**src/rtl/ref_reader_pkg.sv**
```systemverilog
// ref_reader_pkg: shared state encodings, defaults and beat-count helper for the reference reader
package ref_reader_pkg;
  localparam int ADDR_WIDTH_DEF = 25;
  localparam logic [1:0] IDLE = 2'd0;
  localparam logic [1:0] FETCH = 2'd1;
  localparam logic [1:0] PRESENT = 2'd2;
  function automatic int beats_of(input int ref_length, input int dram_width);
    return 2 * ref_length / dram_width;
  endfunction
endpackage

```
**src/rtl/ref_block_assembler.sv**
```systemverilog
// ref_block_assembler: collects in-order DRAM beats into one reference block, beat 0 in the LSBs
module ref_block_assembler #(
  parameter int BEATS = 4,
  parameter int DRAM_WIDTH = 128
) (
  input  logic                        clk,
  input  logic                        rst,
  input  logic                        clr,
  input  logic                        wr,
  input  logic [DRAM_WIDTH-1:0]       data,
  output logic [BEATS*DRAM_WIDTH-1:0] block,
  output logic                        full,
  output logic                        last
);
  localparam int CW = BEATS > 1 ? $clog2(BEATS) : 1;
  logic [CW-1:0] resp_cnt;
  assign last = wr && resp_cnt == CW'(BEATS - 1);
  always_ff @(posedge clk or posedge rst)
    if (rst) begin
      block <= '0;
      resp_cnt <= '0;
      full <= 1'b0;
    end else begin
      if (clr) full <= 1'b0;
      if (wr) begin
        block[resp_cnt*DRAM_WIDTH +: DRAM_WIDTH] <= data;
        resp_cnt <= last ? '0 : resp_cnt + CW'(1);
      end
      if (last) full <= 1'b1;
    end
endmodule

```
**src/rtl/ref_block_reader.sv**
```systemverilog
// ref_block_reader: fetches reference blocks from DRAM and hands them to the SW engine.
// REF_PREFETCH_EN: adds a second block buffer so the next block is fetched while one is presented.
module ref_block_reader
  import ref_reader_pkg::*;
#(
  parameter int REF_LENGTH = 256,
  parameter int DRAM_WIDTH = 128,
  parameter int ADDR_WIDTH = ADDR_WIDTH_DEF
) (
  input  logic                    clk,
  input  logic                    rst,
  input  logic [ADDR_WIDTH-1:0]   ref_addr_in,
  input  logic [ADDR_WIDTH-1:0]   ref_length_in,
  input  logic                    ref_info_valid_in,
  output logic                    busy_out,
  output logic                    done_out,
  output logic [ADDR_WIDTH-1:0]   dram_rd_addr_out,
  output logic                    dram_rd_req_out,
  input  logic                    dram_rd_ack_in,
  input  logic [DRAM_WIDTH-1:0]   dram_rd_data_in,
  input  logic                    dram_rd_data_valid_in,
  output logic [2*REF_LENGTH-1:0] ref_seq_block_out,
  output logic                    ref_seq_block_valid_out,
  input  logic                    ref_seq_block_rdy_in
);
  localparam int BEATS = beats_of(REF_LENGTH, DRAM_WIDTH);
  localparam int BW = 2 * REF_LENGTH;
  localparam int RW = BEATS > 1 ? $clog2(BEATS) : 1;
  localparam int OW = $clog2(2 * BEATS + 1);
`ifdef REF_PREFETCH_EN
  localparam logic PF = 1'b1;
`else
  localparam logic PF = 1'b0;
`endif
  localparam int NBUF = PF ? 2 : 1;
  logic [1:0] state;
  logic [ADDR_WIDTH-1:0] addr, req_left, pres_left;
  logic [RW-1:0] req_cnt;
  logic [OW-1:0] out_cnt;
  logic req_sel, wr_sel, rd_sel;
  logic [1:0] alloc, full, last;
  logic [BW-1:0] blk [2];
  logic ack_ok, dv_ok, accept, last_any, fin;
  // a buffer is claimed by its first ack and released when its block is accepted
  assign dram_rd_req_out = state != IDLE && req_left != '0 && (req_cnt != '0 || !alloc[req_sel]);
  assign ack_ok = dram_rd_req_out && dram_rd_ack_in;
  assign dv_ok = dram_rd_data_valid_in && out_cnt != '0;
  assign accept = state == PRESENT && ref_seq_block_rdy_in;
  assign last_any = |last;
  assign fin = pres_left == ADDR_WIDTH'(1);
  assign busy_out = state != IDLE;
  assign ref_seq_block_valid_out = state == PRESENT;
  assign ref_seq_block_out = blk[rd_sel];
  assign dram_rd_addr_out = addr;
  for (genvar i = 0; i < 2; i++) begin : g_buf
    if (i < NBUF) begin : g_asm
      ref_block_assembler #(.BEATS(BEATS), .DRAM_WIDTH(DRAM_WIDTH)) u_asm (
        .clk(clk),
        .rst(rst),
        .clr(accept && rd_sel == 1'(i)),
        .wr(dv_ok && wr_sel == 1'(i)),
        .data(dram_rd_data_in),
        .block(blk[i]),
        .full(full[i]),
        .last(last[i])
      );
    end else begin : g_none
      assign blk[i] = '0;
      assign full[i] = 1'b0;
      assign last[i] = 1'b0;
    end
  end
  always_ff @(posedge clk or posedge rst)
    if (rst) begin
      state <= IDLE;
      addr <= '0;
      req_left <= '0;
      pres_left <= '0;
      req_cnt <= '0;
      out_cnt <= '0;
      req_sel <= 1'b0;
      wr_sel <= 1'b0;
      rd_sel <= 1'b0;
      alloc <= '0;
      done_out <= 1'b0;
    end else begin
      done_out <= 1'b0;
      out_cnt <= out_cnt + OW'(ack_ok) - OW'(dv_ok);
      if (last_any) wr_sel <= wr_sel ^ PF;
      if (accept) begin
        alloc[rd_sel] <= 1'b0;
        rd_sel <= rd_sel ^ PF;
        pres_left <= pres_left - ADDR_WIDTH'(1);
      end
      if (ack_ok) begin
        addr <= addr + ADDR_WIDTH'(1);
        if (req_cnt == '0) alloc[req_sel] <= 1'b1;
        req_cnt <= req_cnt == RW'(BEATS - 1) ? '0 : req_cnt + RW'(1);
        if (req_cnt == RW'(BEATS - 1)) begin
          req_left <= req_left - ADDR_WIDTH'(1);
          req_sel <= req_sel ^ PF;
        end
      end
      if (state == IDLE && ref_info_valid_in) begin
        done_out <= ref_length_in == '0;
        state <= ref_length_in == '0 ? IDLE : FETCH;
        addr <= ref_addr_in;
        req_left <= ref_length_in;
        pres_left <= ref_length_in;
      end else if (state == FETCH && last_any) state <= PRESENT;
      else if (accept) begin
        done_out <= fin;
        state <= fin ? IDLE : (full[~rd_sel] || last_any) ? PRESENT : FETCH;
      end
    end
endmodule
```
**config.mk**
```make
export PLATFORM = sky130hd
export DESIGN_NAME = ref_block_reader
export DESIGN_NICKNAME = d
export VERILOG_FILES = /design/src/rtl/ref_reader_pkg.sv /design/src/rtl/ref_block_assembler.sv /design/src/rtl/ref_block_reader.sv
export SDC_FILE = /design/constraint.sdc
export NUM_CORES = 1
export LEC_CHECK = 0
export CAP_MARGIN = 10
export CELL_PAD_IN_SITES_DETAIL_PLACEMENT = 1
export CELL_PAD_IN_SITES_GLOBAL_PLACEMENT = 2
export CORE_MARGIN = 2
export CORE_UTILIZATION = 28
export DETAILED_ROUTE_END_ITERATION = 8
export PLACE_DENSITY = 0.86
export SLEW_MARGIN = 20
export SYNTH_ARGS = -nofsm -noshare
export SYNTH_HDL_FRONTEND = slang
export SYNTH_SLANG_ARGS = --single-unit
```
**constraint.sdc**
```tcl
create_clock -name clk -period 24.2 [get_ports clk]
set_clock_uncertainty 0.1 [all_clocks]
set_input_delay 4.84 -clock clk [delete_from_list [all_inputs] [get_ports clk]]
set_output_delay 4.84 -clock clk [all_outputs]
set_load 0.01 [all_outputs]
```
==> flow_summary.json <==
{
  "syn-cell-area_um2": 25200,
  "internal_power_mw": 3.00,
  "reg2reg_to": "out_cnt[2]",
  "dr.first_iter.drc_count": 1120,
  "post_cts_resized": 0,
  "hold_violations": 0,
  "worst_skew_pair_later_pin_latency_ps": 610,
  "critPathMaxStageDelay_ps": 890,
  "finalSetupTns_ps": 0,
  "die_h_um": 304,
  "final_cell_count_no_fill": 4670,
  "synth_top_area_share_pct": 59.5,
  "avgSynthCellArea_um2": 8.95,
  "first_pass_iters": 5,
  "placementRows": 109,
  "core_area_um2": 88800,
  "lkg_pwr_nw": 14.6,
  "via_per_inst": 4.86,
  "cts-htree-levels": 3,
  "power.share.combinational_pct": 42.7,
  "finalPower_mw": 4.90,
  "die_width_um": 304,
  "first_global_vias": 23900,
  "ys_top_cells_by_area": "sky130_fd_sc_hd__dfrtp_1 (60%), sky130_fd_sc_hd__nand2_1 (16%), sky130_fd_sc_hd__o21ai_0 (11%)",
  "clockRootBuffer": "sky130_fd_sc_hd__clkbuf_16",
  "tritoncts": "yes",
  "drv_slew": 0,
  "tightest_slew_ps": 1060,
  "switching_share_pct": 38.7,
  "rsz0062_at_grt": "no",
  "synth_top_flop_cell": "sky130_fd_sc_hd__dfrtp_1",
  "final-setup-viol-count": 0,
  "wl_um": 100000,
  "drc": 0,
  "grt_first_pass_wirelength_um": 153000,
  "worstSetupEndpointType": "async pin",
  "detail-route-antenna-nets": 0,
  "powerDensity_nw_per_um2": 137,
  "gpl.final_weighted_congestion": 0.808,
  "status": "finished clean",
  "mappedNetlistNets": 3014,
  "path_cells": "clkdlybuf4s50_1, inv_8, buf_4, buf_4, buf_4",
  "placed_cells_incl_taps": 4533,
  "hold_path_end": "g_buf[0].g_asm.u_asm.block[73]",
  "power.clock.fraction_pct": 22.4,
  "final_layout_size_suffix_gt1_share_pct": 5.08,
  "grt_start_max_net_pins": 175,
  "r2r.worst_path.cells": 11,
  "path_clk_slew_ps": 50,
  "hold-path-cell-count": 2,
  "worst-endpoint-required_ps": 24690,
  "maxSlewHeadroom_pct": 29.2,
  "yosys-top-cells-count": "sky130_fd_sc_hd__nand2_1 (1091), sky130_fd_sc_hd__dfrtp_1 (599), sky130_fd_sc_hd__o21ai_0 (548)",
  "yosys_warn_count": 0,
  "top_ports": 725,
  "cts_made_buffers": 72,
  "post-synth-top-count-cell": "sky130_fd_sc_hd__nand2_1",
  "detailed_place_hpwl_um": 68400,
  "min_period_ps": 8220,
  "floorplan_die_area_um2": 92300,
  "clock_path_buffers": 3,
  "hold_start": "g_buf[0].g_asm.u_asm.block[73]",
  "synth_enable_flop_cells": 0,
  "critical_path_buf_inv_count": 5,
  "global_route.overflow_total": 0,
  "cts_sinks": 599,
  "cp.arrival_ps": 8710,
  "max_freq_mhz": 122,
  "seq_power_share_pct": 34.9,
  "cpMostUsedCell": "sky130_fd_sc_hd__buf_4",
  "critPathKind": "in -> async",
  "port_buffers": 724,
  "crit_slowest_cell": "sky130_fd_sc_hd__buf_4",
  "antenna_found_initial": 6,
  "dr_total_vias": 22700,
  "drv.max_cap_violation_count": 0,
  "timing.critical_path.max_delay_family": "buffers and inverters",
  "timing.critical_path.depth": 5,
  "num-nets-final": 3644,
  "critical_path_peak_fanout": 118,
  "fin_crit_sh_pct": 34.0,
  "worst-r2r-setup-slack_ps": 20680,
  "critical_path.startpoint_type": "input pin",
  "async_set_or_reset_register_ratio_after_synthesis_pct": 100,
  "synth-seq-cells": 599,
  "holdCritPathClass": "reg -> reg",
  "mapped_cells": 2813,
  "power.net_switching_mw": 1.90,
  "flow.area_growth_from_synthesis_pct": 42.4,
  "largest_area_contributor_in_the_netlist": "sky130_fd_sc_hd__dfrtp_1",
  "groute.usage.overall_pct": 21.5,
  "vdd.ir_drop.worst_v": 0.0000597,
  "cts_post_setup_buffers_inserted": 0,
  "seq_area_frac_synth_pct": 59.5,
  "r2r_start": "req_left[0]",
  "initial_utilization_pct": 28.4,
  "cts_hold_buffers": 0,
  "route.detailed.wl_per_inst_um": 21.4,
  "synth.distinct_cells": 64
}
==> kinds of logic (layout without fill, tap and decap cells) <==
kind of cell	count (synthesis)	count (layout)	synth area share, %
fa+ha+maj	17	17	0.875
mux	4	4	0.169
simple gates	1290	1290	21.0
xor+xnor	28	28	0.974
flops	599	599	59.5
compound gates	658	658	14.1
buf+inv	217	907	3.25
other cells	0	2	0
==> tightest hold or removal path: stages (launching register included) <==
cell                      delay, ps
sky130_fd_sc_hd__dfrtp_1        340
sky130_fd_sc_hd__nand2_1         40
sky130_fd_sc_hd__o21ai_0         60
==> worst max path at each step <==
stage / endpoint / from / slack [ps]
final: g_buf[0].g_asm.u_asm.block[168] / rst / 15980
after global routing: g_buf[0].g_asm.u_asm.block[187] / rst / 15440
after CTS: g_buf[0].g_asm.u_asm.block[325] / rst / 15850
after detailed placement: g_buf[0].g_asm.u_asm.block[301] / rst / 15170
after global placement: g_buf[0].g_asm.u_asm.block[176] / rst / 15150
after floorplan: alloc[0] / rst / 2490
==> placed cells by master, fill, tap and decap left out, drive strengths merged, types with 18 or more instances in the layout <==
master and count:
nand2 1091, clkdlybuf4s50 724, dfrtp 599, o21ai 550, clkbuf 106, nor2 55, buf 28, inv 26
nand3 21, or3 20, o211ai 20, clkinv 20, nor3 18, nor4 18
==> stage by stage <==
step	instance area, µm²	setup slack (ps)	hold WS [ps]	utilization (%)
3_3_place_gp	33400	15150	359	37.7
2_1_floorplan	25200	2490	379	-
5_1_grt	35900	15440	396	40.4
3_5_place_dp	33400	15170	369	37.7
4_1_cts	35800	15850	381	40.3
6_report	35900	15980	374	40.4
==> state kept, by name (all words and copies together), names as in the netlist <==
name / cells
state: 2
g_buf.g_asm.u_asm.resp_cnt: 2
req_left: 25
req_cnt: 2
dram_rd_addr_out: 25
out_cnt: 4
alloc: 1
done_out: 1
g_buf.g_asm.u_asm.block: 512
pres_left: 25
==> metal layers <==
metal | global-route usage [%] | share of wire (%) | up-vias
li1 | - | - | 10600
met1 | 26.1 | 41 | 11300
met2 | 35.5 | 47 | 615
met3 | 7.21 | 8.1 | 154
met4 | 7.50 | 3.3 | 4
met5 | 0 | 0.027 | -
==> layout make-up <==
| class | instances | area, µm² |
|---|---|---|
| fillers | 10200 | 52900 |
| flip-flops and latches | 599 | 15000 |
| multi-input cells | 1997 | 9430 |
| clock inverters | 28 | 272 |
| diodes | 2 | 5.00 |
| inverters | 21 | 86.3 |
| repair buffers | 752 | 7510 |
| clock buffers | 106 | 2110 |
| well taps | 1165 | 1460 |
==> power groups by stage <==
| stage | sequential, mW | combinational (mW) | clock (mW) |
|---|---|---|---|
| final | 1.71 | 2.09 | 1.10 |
| after global routing | 1.77 | 2.29 | 1.17 |
| after CTS | 1.71 | 2.13 | 1.14 |
| after detailed placement | 1.72 | 2.11 | 0 |
| after global placement | 1.71 | 2.07 | 0 |
| after floorplan | 1.86 | 0.697 | 0 |
(Power assumes the default switching activity.)
